## config.mk

```make
export PLATFORM = sky130hd
export DESIGN_NAME = shift_seq_unit
export DESIGN_NICKNAME = d
export VERILOG_FILES = /design/src/rtl/shift_pkg.sv /design/src/rtl/shift_step.sv /design/src/rtl/shift_seq_unit.sv
export SDC_FILE = /design/constraint.sdc
export NUM_CORES = 1
export LEC_CHECK = 0
export ABC_AREA = 1
export ABC_CLOCK_PERIOD_IN_PS = 1700
export CAP_MARGIN = 15
export CORE_MARGIN = 3
export CORE_UTILIZATION = 30
export CTS_CLUSTER_DIAMETER = 60
export DETAILED_ROUTE_END_ITERATION = 8
export PLACE_DENSITY = 0.6
export SKIP_CTS_REPAIR_TIMING = 1
export SYNTH_ARGS = -nofsm -noshare
export SYNTH_HDL_FRONTEND = slang
export SYNTH_HIERARCHICAL = 1
export SYNTH_SLANG_ARGS = --single-unit
export TNS_END_PERCENT = 50
```

## constraint.sdc

```tcl
create_clock -name clk -period 1.7 [get_ports clk]
set_input_delay 0.34 -clock clk [delete_from_list [all_inputs] [get_ports clk]]
set_output_delay 0.34 -clock clk [all_outputs]
set_load 0.05 [all_outputs]
```

## src/rtl/shift_pkg.sv

```systemverilog
// Shared types and constants for the sequential shifter.
// SHIFT_ROTATE_EN makes ROL/ROR legal operations.
package shift_pkg;

    localparam int DW = 32;

    typedef enum logic [1:0] {
        S_IDLE,
        S_SHIFT,
        S_DONE
    } state_e;

    typedef enum logic [2:0] {
        OP_SLL = 3'd0,
        OP_SRL = 3'd1,
        OP_SRA = 3'd2,
        OP_ROL = 3'd3,
        OP_ROR = 3'd4
    } op_e;

    function automatic logic op_legal(input logic [2:0] op);
`ifdef SHIFT_ROTATE_EN
        return op <= 3'd4;
`else
        return op <= 3'd2;
`endif
    endfunction

endpackage

```

## src/rtl/shift_step.sv

```systemverilog
// One-bit shift/rotate of a data word for the selected op.
// Rotate paths exist only when SHIFT_ROTATE_EN is defined.
module shift_step
    import shift_pkg::*;
(
    input  logic [2:0]    op,
    input  logic [DW-1:0] d,
    output logic [DW-1:0] q
);

    always_comb begin
        q = d;
        case (op)
            OP_SLL:  q = {d[DW-2:0], 1'b0};
            OP_SRL:  q = {1'b0, d[DW-1:1]};
            OP_SRA:  q = {d[DW-1], d[DW-1:1]};
`ifdef SHIFT_ROTATE_EN
            OP_ROL:  q = {d[DW-2:0], d[DW-1]};
            OP_ROR:  q = {d[0], d[DW-1:1]};
`endif
            default: q = d;
        endcase
    end

endmodule

```

## src/rtl/shift_seq_unit.sv

```systemverilog
// Bit-serial shifter: one bit per cycle, IDLE/SHIFT/DONE FSM.
// SHIFT_ROTATE_EN enables ROL/ROR; otherwise they report err.
module shift_seq_unit
    import shift_pkg::*;
(
    input  logic          clk,
    input  logic          reset_n,
    input  logic          start,
    input  logic [2:0]    op,
    input  logic [4:0]    shamt,
    input  logic [DW-1:0] data_in,
    output logic          busy,
    output logic          done,
    output logic [DW-1:0] data_out,
    output logic          err
);

    state_e        state;
    logic [2:0]    op_q;
    logic [4:0]    cnt;
    logic [DW-1:0] step;

    shift_step u_step (
        .op (op_q),
        .d  (data_out),
        .q  (step)
    );

    // Outputs are registered alongside the state they describe.
    always_ff @(posedge clk or negedge reset_n) begin
        if (!reset_n) begin
            state    <= S_IDLE;
            op_q     <= '0;
            cnt      <= '0;
            data_out <= '0;
            busy     <= 1'b0;
            done     <= 1'b0;
            err      <= 1'b0;
        end else begin
            done <= 1'b0;
            err  <= 1'b0;
            unique case (state)
                S_IDLE: begin
                    if (start) begin
                        data_out <= data_in;
                        op_q     <= op;
                        cnt      <= shamt;
                        if (shamt != 5'd0 && op_legal(op)) begin
                            state <= S_SHIFT;
                            busy  <= 1'b1;
                        end else begin
                            state <= S_DONE;
                            done  <= 1'b1;
                            err   <= ~op_legal(op);
                        end
                    end
                end
                S_SHIFT: begin
                    data_out <= step;
                    cnt      <= cnt - 5'd1;
                    if (cnt == 5'd1) begin
                        state <= S_DONE;
                        busy  <= 1'b0;
                        done  <= 1'b1;
                    end
                end
                S_DONE: begin
                    state <= S_IDLE;
                end
                default: begin
                    state <= S_IDLE;
                    busy  <= 1'b0;
                end
            endcase
        end
    end

endmodule

```

==> results of run 1 <==
[worst max-delay path, cell delays in order (launching register included)]
cell,delay [ns]
dfrtp_1,0.49
inv_2,0.07
nand2_2,0.18
buf_4,0.22
nand3_1,0.09
nand3_1,0.07
nor2_1,0.05
o31ai_1,0.24
[power groups by stage]
stage | sequential [mW] | combinational [mW] | clock, mW
2_1_floorplan | 3.56 | 3.17 | 0
3_3_place_gp | 2.30 | 5.96 | 0
3_5_place_dp | 2.32 | 6.03 | 0
4_1_cts | 2.30 | 6.04 | 0.715
5_1_grt | 2.41 | 6.60 | 0.751
6_report | 2.30 | 5.98 | 0.685
[worst paths after layout]
check	cells after the start	slack (ns)	from	end
worst max-delay path	7	0.19	op_q[0]$_DFFE_PN0P_	data_out[21]$_DFFE_PN0P_
worst min-delay path	2	0.49	busy$_DFFE_PN0P_	busy$_DFFE_PN0P_
worst max register to register	7	0.19	op_q[0]$_DFFE_PN0P_	data_out[21]$_DFFE_PN0P_
worst min register to register	2	0.49	busy$_DFFE_PN0P_	busy$_DFFE_PN0P_
max in group asynchronous	3	0.71	reset_n	data_out[28]$_DFFE_PN0P_
min in group asynchronous	2	0.50	reset_n	cnt[2]$_DFFE_PN0P_
[final cells by class]
cell class | count | area, sq um | area share
inverter | 15 | 56.3 | 0.0147
clock buffer | 7 | 86.3 | 0.0226
timing repair buffer | 91 | 873 | 0.229
sequential | 45 | 1130 | 0.295
multi-input combinational | 314 | 1520 | 0.397
tap | 129 | 161 | 0.0422
[cell usage in the layout, fill, tap and decap left out, types with 2 or more instances in the layout]
cell and n:
nand3_1 96, o21ai_1 2, inv_1 11, mux2_2 3, inv_2 4, buf_4 41
ha_1 2, nand2_2 3, buf_12 7, nor2_1 71, a21oi_1 4, nand2_1 90
o21ai_0 4, o31ai_1 32, dfrtp_1 45, clkdlybuf4s50_1 41, clkbuf_8 6
[stage by stage]
stage / util / setup WS, ns / hold WS [ns] / area, sq um / std cells
finish: 0.410 / 0.194 / 0.492 / 3820 / 601
global placement: 0.399 / 0.158 / 0.283 / 3720 / 593
CTS: 0.409 / 0.180 / -0.0384 / 3810 / 600
detailed placement: 0.399 / 0.128 / 0.291 / 3720 / 593
floorplan: - / 0.390 / 0.0444 / 2900 / 404
global route: 0.410 / 0.00230 / 0.505 / 3820 / 601
[per-layer routing]
metal / vias to the layer above / share of wire
li1: 1499 / -
met1: 1334 / 0.45
met2: 91 / 0.46
met3: 9 / 0.078
met4: 0 / 0.014
met5: - / 0
[state kept, by name, summed over array words and instances (netlist names)]
| signal | flops |
|---|---|
| busy | 1 |
| cnt | 5 |
| data_out | 32 |
| done | 1 |
| err | 1 |
| op_q | 3 |
| state | 2 |
[cell families (layout without fill, tap and decap cells)]
group	after synthesis	after routing
DFF	45	45
and+or+nand+nor	262	262
buffers and inverters	45	113
AOI/OAI and AO/OA	46	46
muxes	3	3
xor gates and xnor gates	1	1
adders and majority gates	2	2
==> flow_summary_export.csv, run 1 <==
group,metric,value,unit
die,die-area,10900,sq um
timing,clock_skew,0.00474,ns
logic_synthesis,synth-simple-area-share,0.386,
logic_synthesis,synthesis.instances,404,
critical_path,worstPathArrival,1.70,ns
power,switching_share,0.548,
logic_synthesis,avgSynthCellArea,7.18,sq um
clock_tree,cts.reportedPaths.clkPinSlew,0.08,ns
power,p_sw,4.91,mW
logic_synthesis,synth_top_family_by_area,"simple AND/OR/NAND/NOR gates",
logic_synthesis,async_flop_share,1.00,
timing,setup_viol,0,
clock_tree,cts.path.max_buffers,2,
clock_tree,cts-root-buf,"clkbuf_8",
clock_tree,cts.sinks,45,
critical_path,path_class,"flop to flop",
die,core,9330,sq um
drt,dr.pass1.iters,4,
grt,antenna_found_initial,0,
drt,drt-initial-drc-count,230,
timing,hold_violations,0,
logic_synthesis,netlist.area_leader.share,0.388,
power,pwr-share-clk,0.076,
grt,grt_overflow,0,
logic_synthesis,synth_compound_area_frac,0.110,
logic_synthesis,yosys_warnings,6,
placed_design,numPortBuffers,77,
drt,drt_wl_total,7870,um
logic_synthesis,synthesis.area,2900,sq um
grt,grt_util_met3,0.0422,
logic_synthesis,ys_types,23,
placed_design,dp_hpwl,5520,um
hold_path,hp-class,"flop to flop",
drt,wl_per_cell,13.1,um
timing,max_freq,664,MHz
clock_tree,ctsHtreeMaxLevel,2,
critical_path,cp-end-kind,"flop",
drt,drc,0,
logic_synthesis,synth_seq_area_share,0.388,
status,status,"complete, no violations",
run,maxCapViolations,0,
clock_tree,tritoncts,"built",
finish,drive_gt1_frac,0.144,
grt,grt_pass1_vias,2730,
logic_synthesis,ys_seq_elements,45,
critical_path,critPathRequiredTime,1.90,ns
logic_synthesis,synth_common_cells,"nand3_1, nand2_1, nor2_1",
clock_tree,clk_latency,0.29,ns
logic_synthesis,synth_area_leaders,"dfrtp_1, nand3_1, nand2_1, nor2_1, o31ai_1",
logic_synthesis,synth_fa_ha_area_frac,0.00862,
grt,grt-busiest-layer,"met2",
timing,tightestPinTransition,0.388,ns
timing,period_share,0.886,
die,start_util,0.311,
die,fp.dieW,104,um
finish,antennaDiodeCount,0,
timing,final_max_slew_viol_count,0,
die,pin_count,78,
finish,area_growth,31.7,%
grt,grt.total_usage,0.145,
placed_design,place.gp.congestion,0.800,
power,powerDensity,2350,nW/um^2
die,num_rows,35,
grt,grt_pass1_wl,13400,um
logic_synthesis,synth.area.mux_share,0.0116,
power,fin_total_pwr,8.97,mW
critical_path,start_kind,"flop",
drt,ant_nets,0,
drt,viasPerCell,4.88,
logic_synthesis,yosysMostFrequentCell,"nand3_1",
logic_synthesis,synth_edf_count,0,
timing,timing.setup.tns,0,ns
drt,num_vias,2933,
power,power.leakage,1.77,nW
logic_synthesis,syn_nets,449,
grt,gr-usage-met2,0.227,
logic_synthesis,synthXorXnorAreaFrac,0.00302,
critical_path,cp_max_fo,12,
timing,rsz0062_at_grt,"no",
finish,nFillCells,1007,
power,seqPwrFrac,0.256,
grt,use_met1,0.193,
finish,nNetsFinal,517,
logic_synthesis,yosysTopAreaCell,"dfrtp_1",
power,combPwrFrac,0.667,
clock_tree,numCtsBuffers,5,
power,p_int,4.06,mW
power,vdd_drop_max,0.951,mV
grt,grt_max_degree,47,
die,die_y,104,um
timing,max_slew_margin,0.741,
timing,period_needed,1.51,ns
logic_synthesis,synthFlopType,"dfrtp_1",
(Power assumes the default switching activity.)
==> run 2: changes to the inputs <==
- CORE_MARGIN: 3 -> 10
==> run 2 against run 1 <==
Net effect: maximum frequency is 2.1% lower; combinational power up 4.7%; via count up 1.1%; sequential share of layout area fell by 0.72 points; critical path depth increased by 1; final cell count unchanged; global-route usage down 2.3 points; cell area increased by 2.5%; setup slack lost 0.032 ns; critical path type unchanged; largest cell class unchanged; largest power group unchanged.
==> flow_summary_export.csv, run 2 (synthesized netlist as in run 1, its figures left out) <==
group,metric,value,unit
finish,nFillCells,991,
critical_path,worstPathArrival,1.75,ns
die,die-area,14000,sq um
clock_tree,cts.path.max_buffers,2,
drt,num_vias,2966,
critical_path,start_kind,"flop",
finish,multi_input_area,1520,sq um
timing,period_needed,1.54,ns
drt,drc,0,
die,die_y,118,um
clock_tree,ctsHtreeMaxLevel,2,
timing,tightestPinTransition,0.256,ns
grt,grt_pass1_wl,14700,um
drt,viasPerCell,4.94,
grt,grt_pass1_vias,2875,
clock_tree,clk_latency,0.30,ns
finish,largest_register_ffs,32,
placed_design,numPortBuffers,77,
drt,wl_per_cell,14.3,um
clock_tree,tritoncts,"built",
die,fp.dieW,118,um
die,num_rows,35,
finish,drive_gt1_frac,0.148,
timing,rsz0062_at_grt,"no",
critical_path,path_class,"flop to flop",
die,start_util,0.311,
drt,dr.pass1.iters,7,
timing,max_freq,650,MHz
clock_tree,cts.sinks,45,
finish,layout_commonest_cell,"nand3_1",
power,powerDensity,2390,nW/um^2
clock_tree,numCtsBuffers,5,
drt,ant_nets,0,
drt,drt-initial-drc-count,232,
power,fin_total_pwr,9.34,mW
grt,grt_max_degree,46,
clock_tree,cts.reportedPaths.clkPinSlew,0.10,ns
placed_design,place.gp.congestion,0.804,
finish,top_regs,"data_out (32), cnt (5), op_q (3)",
finish,final_cell_area,3920,sq um
die,core,9330,sq um
finish,antennaDiodeCount,0,
finish,seqCellArea,1130,sq um
timing,fin_hold_ws,0.00800,ns
timing,setup_viol,0,
finish,area_growth,35.0,%
finish,layout_common_cells,"nand3_1, nand2_1, nor2_1, dfrtp_1, clkdlybuf4s50_1",
critical_path,critPathRequiredTime,1.92,ns
power,power.leakage,1.80,nW
timing,clock_skew,0.0128,ns
critical_path,cp_max_fo,16,
placed_design,pre_cts_slack,0.0990,ns
placed_design,post_dp_cell_area,3810,sq um
timing,period_share,0.905,
hold_path,hp-class,"input port to async pin",
timing,max_slew_margin,0.829,
finish,largest_register,"data_out",
critical_path,cp-end-kind,"flop",
power,vdd_drop_max,1.04,mV
run,maxCapViolations,0,
die,pin_count,78,
timing,final_max_slew_viol_count,0,
clock_tree,cts-root-buf,"clkbuf_8",
timing,timing.setup.tns,0,ns
grt,grt.total_usage,0.123,
placed_design,dp_hpwl,6160,um
drt,drt_wl_total,8600,um
grt,grt_overflow,0,
status,status,"complete, no violations",
finish,nNetsFinal,516,
timing,hold_violations,0,
timing,setup_ws,0.162,ns
grt,antenna_found_initial,0,
run 2: cell count changes in the layout (fill, tap and decap cells not counted), sizes merged:
cell / previous run / this run
clkinv: 0 / 1
dlygate4sd3: 1 / 0
run 2: routing by layer:
metal	GRT usage	wire length, um	vias up
met2	0.189	3890	105
met4	0.0216	40	0
li1	-	-	1490
met1	0.169	4090	1366
met5	0	0	-
met3	0.0328	583	5
run 2: critical path: stages, from the launching register on:
cell and delay (ns):
dfrtp_1 0.39, inv_1 0.13, nand2_1 0.16, inv_4 0.17
buf_4 0.24, nand2_1 0.11, o22ai_1 0.13, nand2_1 0.07
o21ai_0 0.07
run 2: where the power goes:
| group | total [mW] | internal (mW) | switching [mW] |
|---|---|---|---|
| sequential | 2.33 | 1.62 | 0.713 |
| clock | 0.750 | 0.368 | 0.382 |
| combinational | 6.26 | 2.32 | 3.94 |
| total | 9.34 | 4.30 | 5.04 |
run 2: final timing paths:
path / from / end / slack [ns] / depth (start not counted)
worst max-delay path: state[1]$_DFFE_PN0P_ / cnt[3]$_DFFE_PN0P_ / 0.16 / 8
min in group clk: busy$_DFFE_PN0P_ / busy$_DFFE_PN0P_ / 0.48 / 2
max in group asynchronous: reset_n / data_out[16]$_DFFE_PN0P_ / 1.47 / 2
worst min-delay path: reset_n / data_out[14]$_DFFE_PN0P_ / 0.008 / 2
worst min register to register: busy$_DFFE_PN0P_ / busy$_DFFE_PN0P_ / 0.48 / 2
worst max register to register: state[1]$_DFFE_PN0P_ / cnt[3]$_DFFE_PN0P_ / 0.16 / 8
run 2: area by class of cell:
cell class              instances  share of cell area
inverters                      15              0.0150
clock inverters                 1             0.00128
multi-input cells             314               0.388
well taps                     129              0.0412
flip-flops and latches         45               0.288
clock buffers                   7              0.0246
repair buffers                 90               0.243
run 2: per-stage QoR:
stage,util,cells
final,0.420,601
after global routing,0.420,601
after CTS,0.420,601
after detailed placement,0.409,593
after global placement,0.409,593
after floorplan,-,404
